===== config.mk =====
export PLATFORM = sky130hd
export DESIGN_NAME = perceptron_uart_ctrl
export DESIGN_NICKNAME = d
export VERILOG_FILES = /design/src/rtl/perceptron_uart_ctrl.sv
export SDC_FILE = /design/constraint.sdc
export NUM_CORES = 1
export LEC_CHECK = 0
export ABC_AREA = 1
export CAP_MARGIN = 30
export CELL_PAD_IN_SITES_DETAIL_PLACEMENT = 1
export CELL_PAD_IN_SITES_GLOBAL_PLACEMENT = 1
export CORE_UTILIZATION = 38
export DETAILED_ROUTE_END_ITERATION = 10
export PLACE_DENSITY = 0.75
export SYNTH_ARGS = -nofsm -noshare
export SYNTH_HDL_FRONTEND = slang
export SYNTH_SLANG_ARGS = --single-unit

===== constraint.sdc =====
create_clock -name clk -period 2.1 [get_ports clk]
set_input_delay 0.42 -clock clk [delete_from_list [all_inputs] [get_ports clk]]
set_output_delay 0.42 -clock clk [all_outputs]
set_load 0.1 [all_outputs]

===== src/rtl/perceptron_uart_ctrl.sv =====
// UART command parser for a perceptron core: loads weights, inputs and bias
// from byte frames, triggers a compute and returns the result or an ack byte.
module perceptron_uart_ctrl #(
  parameter int fp_integer_width = 2,
  parameter int fp_fract_width   = 10,
  parameter int n_inputs         = 2,
  parameter int timeout_cycles   = 120000
) (
  input  logic                                             clk,
  input  logic                                             rst_n,
  input  logic [7:0]                                       rx_data,
  input  logic                                             rx_valid,
  output logic [7:0]                                       tx_data,
  output logic                                             tx_start,
  input  logic                                             tx_busy,
  output logic                                             wr_en,
  output logic [1:0]                                       wr_sel,
  output logic [7:0]                                       wr_addr,
  output logic [fp_integer_width+fp_fract_width-1:0]       wr_data,
  output logic                                             start,
  input  logic                                             done,
  input  logic signed [fp_integer_width+fp_fract_width-1:0] result,
  output logic [4:0]                                       cont_state
);
  localparam int W     = fp_integer_width + fp_fract_width;
  localparam int CNT_W = $clog2(timeout_cycles + 1);

  localparam logic [7:0] CMD_WEIGHT = 8'h57;
  localparam logic [7:0] CMD_INPUT  = 8'h49;
  localparam logic [7:0] CMD_BIAS   = 8'h42;
  localparam logic [7:0] CMD_RUN    = 8'h52;
  localparam logic [7:0] ACK_OK     = 8'h4B;
  localparam logic [7:0] ACK_ERR    = 8'h45;

  localparam logic [1:0] PH_SEND = 2'd0;
  localparam logic [1:0] PH_HOLD = 2'd1;
  localparam logic [1:0] PH_WAIT = 2'd2;

  typedef enum logic [4:0] {
    IDLE      = 5'd0,
    GET_IDX   = 5'd1,
    GET_MSB   = 5'd2,
    GET_LSB   = 5'd3,
    WRITE     = 5'd4,
    RUN       = 5'd5,
    WAIT_DONE = 5'd6,
    TX_MSB    = 5'd7,
    TX_LSB    = 5'd8,
    TX_ACK    = 5'd9
  } state_t;

  state_t             state, state_nx;
  logic [1:0]         tx_phase, tx_phase_nx;
  logic [CNT_W-1:0]   gap_cnt;
  logic [7:0]         msb_q;
  logic [7:0]         ack_q;
  logic               idx_ok_q;
  logic signed [15:0] result_q;
  logic               in_get;
  logic               timeout_hit;

  function automatic logic signed [15:0] sext16(input logic signed [W-1:0] v);
    return 16'(v);
  endfunction

  assign cont_state  = state;
  assign in_get      = (state == GET_IDX) || (state == GET_MSB) || (state == GET_LSB);
  assign timeout_hit = in_get && !rx_valid && (gap_cnt == CNT_W'(timeout_cycles - 1));

  always_ff @(posedge clk or negedge rst_n) begin
    if (!rst_n) begin
      state    <= IDLE;
      tx_phase <= PH_SEND;
    end else begin
      state    <= state_nx;
      tx_phase <= tx_phase_nx;
    end
  end

  always_comb begin
    state_nx    = state;
    tx_phase_nx = tx_phase;
    wr_en       = 1'b0;
    start       = 1'b0;
    tx_start    = 1'b0;
    tx_data     = 8'h00;
    case (state)
      IDLE: begin
        if (rx_valid) begin
          case (rx_data)
            CMD_WEIGHT, CMD_INPUT: state_nx = GET_IDX;
            CMD_BIAS:              state_nx = GET_MSB;
            CMD_RUN:               state_nx = RUN;
            default:               state_nx = TX_ACK;
          endcase
        end
      end
      GET_IDX: if (rx_valid) state_nx = GET_MSB; else if (timeout_hit) state_nx = IDLE;
      GET_MSB: if (rx_valid) state_nx = GET_LSB; else if (timeout_hit) state_nx = IDLE;
      GET_LSB: if (rx_valid) state_nx = WRITE;   else if (timeout_hit) state_nx = IDLE;
      WRITE: begin
        wr_en    = idx_ok_q;
        state_nx = TX_ACK;
      end
      RUN: begin
        start    = 1'b1;
        state_nx = WAIT_DONE;
      end
      WAIT_DONE: if (done) state_nx = TX_MSB;
      TX_MSB, TX_LSB, TX_ACK: begin
        tx_data = (state == TX_MSB) ? result_q[15:8] :
                  (state == TX_LSB) ? result_q[7:0]  : ack_q;
        // The transmitter may only raise busy a cycle after the request, so
        // the cycle following the pulse is not trusted as "idle".
        case (tx_phase)
          PH_SEND: begin
            if (!tx_busy) begin
              tx_start    = 1'b1;
              tx_phase_nx = PH_HOLD;
            end
          end
          PH_HOLD: tx_phase_nx = PH_WAIT;
          default: begin
            if (!tx_busy) begin
              tx_phase_nx = PH_SEND;
              state_nx    = (state == TX_MSB) ? TX_LSB : IDLE;
            end
          end
        endcase
      end
      default: state_nx = IDLE;
    endcase
  end

  always_ff @(posedge clk or negedge rst_n) begin
    if (!rst_n) begin
      wr_sel   <= 2'd0;
      wr_addr  <= 8'd0;
      wr_data  <= '0;
      msb_q    <= 8'd0;
      ack_q    <= 8'd0;
      idx_ok_q <= 1'b0;
      result_q <= '0;
      gap_cnt  <= '0;
    end else begin
      if (!in_get || rx_valid) gap_cnt <= '0;
      else                     gap_cnt <= gap_cnt + CNT_W'(1);

      case (state)
        IDLE: begin
          if (rx_valid) begin
            case (rx_data)
              CMD_WEIGHT: wr_sel <= 2'd0;
              CMD_INPUT:  wr_sel <= 2'd1;
              CMD_BIAS: begin
                wr_sel   <= 2'd2;
                wr_addr  <= 8'd0;
                idx_ok_q <= 1'b1;
              end
              CMD_RUN: ;
              default: ack_q <= ACK_ERR;
            endcase
          end
        end
        GET_IDX: begin
          if (rx_valid) begin
            wr_addr  <= rx_data;
            idx_ok_q <= (32'(rx_data) < n_inputs);
          end
        end
        GET_MSB: if (rx_valid) msb_q <= rx_data;
        GET_LSB: if (rx_valid) wr_data <= W'({msb_q, rx_data});
        WRITE:   ack_q <= idx_ok_q ? ACK_OK : ACK_ERR;
        WAIT_DONE: if (done) result_q <= sext16(result);
        default: ;
      endcase
    end
  end

endmodule


After elaboration in Yosys (flattened, before gate mapping)
Index checks and enable logic that the tools add are counted.
Storage, ports and cells
  bits of input ports: 25
  memory bits (writable): 0
  logic and storage cells: 96
  memory bits (read-only): 0
  memories kept: 0
  output and inout bits: 38
  bits in registers: 71
  latch bits: 0
Operators by class
  equal/unequal tests: 24
  $lt $le $gt $ge: 1
  $mul: 0
  add/sub/neg operators: 1
  bitwise logic cells: 0
  div/mod/pow operators: 0
  shift-type cells: 0
  reductions and logical operators: 24
  mux-type cells: 36
Operators with widths (count)
  $mux 8: 8
  $mux 5: 8
  $pmux 5 s8: 1
  $eq 8x7->1 const B: 4
  $pmux 8 s2: 2
  $eq 5x3->1 const B: 4
  $add 17x1->17 const B: 1
  $eq 17x17->1 const B: 1
  $mux 17: 1
  $ne 2x2->1 const B: 7
  $pmux 4 s3: 1
  $eq 5x2->1 const B: 2
  $eq 5x4->1 const B: 2
  $reduce_and 3->1: 3
  $lt 8x2->1 const B: 1
  $mux 1: 8
  $mux 4: 2
  $reduce_and 4->1: 2
  $pmux 2 s3: 1
  $reduce_and 2->1: 3
  $eq 5x1->1 const B: 1
  $logic_not 5->1: 1
  $mux 2: 2
  $ne 2x1->1 const B: 2
  other kinds (12): 18

Depth between registers and ports, before layout
  depth after elaboration: 8
  depth in mapped cells: 12
  depth with buffers taken out: 12

Worst setup path after synthesis
Ideal clock, no wire load.
  path kind: register to output
  start: register state[1] (netlist: cont_state[1])
  end: output tx_data[3]
  required time: 1.680 ns
  stages on the path, launching flop included: 10
  slack: -2.327 ns
  path buffers: 1
  data arrival time: 4.007 ns
  cell sequence: dfrtp_1 -> buf_2 -> inv_1 -> nand4_1 -> inv_2 -> nand2_1 -> nand2_1 -> nand2_1 -> nand2_1 -> a21boi_0
On the way
  cells in the longest elaborated chain, start to end: 4
  elaborated cells between the ends (all ways): 7
  classes of those cells: eq/ne (3); mux (3); reduce/logical (1)
Ends and longest elaborated chain
  start, declared: RTL line 52  | state_t state, state_nx;
  start signal, assigned: RTL line 75  | state <= state_nx;
  $eq 5x4->1: RTL line 87, 112
  $mux 8: RTL line 112  | (state == TX_LSB) ? result_q[7:0] : ack_q;
  $mux 8: RTL line 111  | tx_data = (state == TX_MSB) ? result_q[15:8] :
  $mux 8 *: RTL line 87  | case (state)
  end, declared: RTL line 13  | output logic [7:0] tx_data,
Mark *: on every way between the ends. The rest lies on a longest branch, timed or not.

Final worst setup path
  start: register state[4] (netlist: cont_state[4])
  end: output tx_data[3]
Same word-level chain as after synthesis.

==> impl_metrics.tcl <==
set metrics [dict create \
    min_period_ps 2360 \
    antenna_found_initial 0 \
    ys_ff_latch 66 \
    die_w_um 94.0 \
    grt_overflow 0 \
    endpoint_kind "output pin" \
    timing_hold_violations_final 0 \
    dieHeight_um 94.0 \
    wl_per_cell_um 17.8 \
    grt_pass1_wl_mm 16.3 \
    critical_path_class "reg2out" \
    fp.dieArea_sq_um 8840 \
    wirelength_mm 10.7 \
    outcome "finished with violations" \
    r2r-start "cont_state[1]$_DFFE_PN0P_" \
    initial_core_util_pct 39.2 \
    h-tree-depth 3 \
    syn_nets 405 \
    grt_pass1_vias 3245 \
    r2r_slack_ps 150 \
    p_per_area_nw_per_um2 1280 \
    drv_cap 0 \
    rr_worst_depth 11 \
    first_iter_violations 98 \
    timing.final.ws_setup_ps -256 \
    clock_latency_ps 350 \
    yosysWarnings 0 \
    cts.clk_slew.worst_paths_ps 80 \
    cts_tree "done" \
    vias 3071 \
    tightest_slew_ps 510 \
    yosysTopAreaCell "dfrtp_1" \
    synth_flop_cell "dfrtp_1" \
    row_count 33 \
    fin_nets 515 \
    synthTopCellsByCount "nand2_1, dfrtp_1, inv_1" \
    yosysUniqueCellTypes 34 \
    io_buffers 62 \
    nFillCells 941 \
    clock_skew_ps 9.79 \
    insertedDiodeCount 0 \
    yosysSeqAreaShare_pct 51.3 \
    grtUsageTotal_pct 24.7 \
    fmax_mhz 425 \
    areaGrowthSynthToFinish_pct 48.0 \
    postSynth.asyncResetShare_pct 100 \
    drive_above_1_share_pct 34.0 \
    synth-edff-count 0 \
    period_share_pct 112 \
    cp.required_ps 1680 \
    ant_nets 0 \
    grt_start_max_net_pins 67 \
    cts_buffers 9 \
    hold_slack_ps 79.3 \
    irDropWorstVdd_v 0.00106 \
    avgSynthCellArea_sq_um 8.49 \
    arrival_ps 1940 \
    reg2reg_to "cont_state[3]$_DFFE_PN0P_" \
    violations "setup timing" \
    rsz0062_at_grt "true" \
    synth_area_sq_um 3220 \
    yosysMostFrequentCell "nand2_1" \
    slew-limit-headroom_pct 65.7 \
    hpwl_mm 6.95 \
    setup_violations 10 \
    cts.sinks 66 \
    core_area_sq_um 8220 \
    viasPerCell 5.13 \
    drc 0 \
    start_kind "flop" \
    cts-hold-fix-buffers 0 \
    crit_fanout 6 \
    power_leakage_nw 2.24 \
    ioPinCount 63 \
    synth_top_cell_area_share_pct 51.3 \
    root_buffer "clkbuf_8" \
    hp-class "in2async" \
    firstDrtPassIters 4 \
    cts_buffer_depth 2 \
    synthCells 379 \
    synth_area_leaders "dfrtp_1, nand2_1, o21ai_0" \
    place.gp.congestion 0.833 \
    slew_violations 0 \
    tns_ps -1870 \
]
==> cell families (layout without fill, tap and decap cells) <==
group,count (synthesis),count (layout),synth area share (%)
fa+ha+maj,1,1,0.389
buf+inv,55,170,6.69
simple gates,182,182,26.2
xor+xnor,5,5,1.36
flops,66,66,51.3
mux,12,12,4.20
compound gates,57,57,9.68
other cells,1,1,0.117
==> per-layer routing <==
layer	vias to the layer above	track usage, %	part of all wire (%)
met2	65	45.1	55
met1	1524	27.9	39
met5	-	0	0
met3	22	5.42	3.5
met4	0	9.10	2.7
li1	1460	-	-
==> registers in the layout, indices dropped and copies added, names as in the netlist <==
register and flops:
ack_q 3, tx_phase 2, wr_sel 2, wr_addr 8, gap_cnt 17, msb_q 4
cont_state 5, wr_data 12, idx_ok_q 1, result_q 12
==> final cells by class <==
class | count | area (sq um) | area share [%]
well taps | 105 | 131 | 2.76
clock inverters | 5 | 55.1 | 1.16
repair buffers | 106 | 1040 | 21.9
clock buffers | 11 | 131 | 2.76
multi-input cells | 258 | 1530 | 32.2
flip-flops and latches | 66 | 1670 | 35.1
inverters | 48 | 201 | 4.23
==> cells in the final DEF (no fill, tap or decap), drive strengths merged, types with 3 or more instances in the layout <==
cell type,count
buf,83
nand2,92
clkinvlp,5
mux2,12
inv,44
clkinv,3
dfrtp,66
nand4,6
nor2,32
a21oi,10
clkdlybuf4s50,23
xor2,3
clkbuf,11
o21ai,38
nor4,5
nand3,35
nor3,11
==> timing repair <==
item	CTS	global route
buffers inserted	18	11
gates resized for setup	27	8
setup endpoints to repair	11	11
pin swaps	13	11
endpoints found under the hold margin	0	0
==> worst max-delay path: stages (launching register included) <==
cell and delay, ps:
dfrtp_4 500, inv_4 80, nand4_1 150, inv_2 180, nand3_2 80, nand2_1 90, nand2_2 90, a21boi_4 200
buf_12 200
==> stage by stage <==
step / instance area, sq um / worst slack [ps] / power (W) / util (%) / std cells
global route: 4760 / -346 / 0.00637 / 58.0 / 599
finish: 4760 / -256 / 0.00612 / 58.0 / 599
detailed placement: 4220 / -11.2 / 0.00478 / 51.3 / 555
floorplan: 3330 / -284 / 0.00398 / - / 379
CTS: 4650 / -145 / 0.00602 / 56.6 / 589
global placement: 4220 / 1.15 / 0.00471 / 51.3 / 555
==> power breakdown <==
| part | internal, W | leakage (nW) | switching (W) |
|---|---|---|---|
| Sequential | 0.00158 | 0.856 | 0.000193 |
| Clock | 0.000545 | 0.0893 | 0.000525 |
| Combinational | 0.000825 | 1.30 | 0.00245 |
| Total | 0.00295 | 2.24 | 0.00317 |
==> how the worst max path moves through the flow <==
stage	from	to	slack (ps)
2_1_floorplan	cont_state[1]$_DFFE_PN0P_	tx_data[3]	-280
3_3_place_gp	cont_state[3]$_DFFE_PN0P_	tx_data[2]	1
3_5_place_dp	cont_state[3]$_DFFE_PN0P_	tx_data[2]	-10
4_1_cts	cont_state[1]$_DFFE_PN0P_	tx_data[1]	-140
5_1_grt	cont_state[4]$_DFFE_PN0P_	tx_data[3]	-350
6_report	cont_state[4]$_DFFE_PN0P_	tx_data[3]	-260
Note: power is estimated with default switching activity, not from simulation.
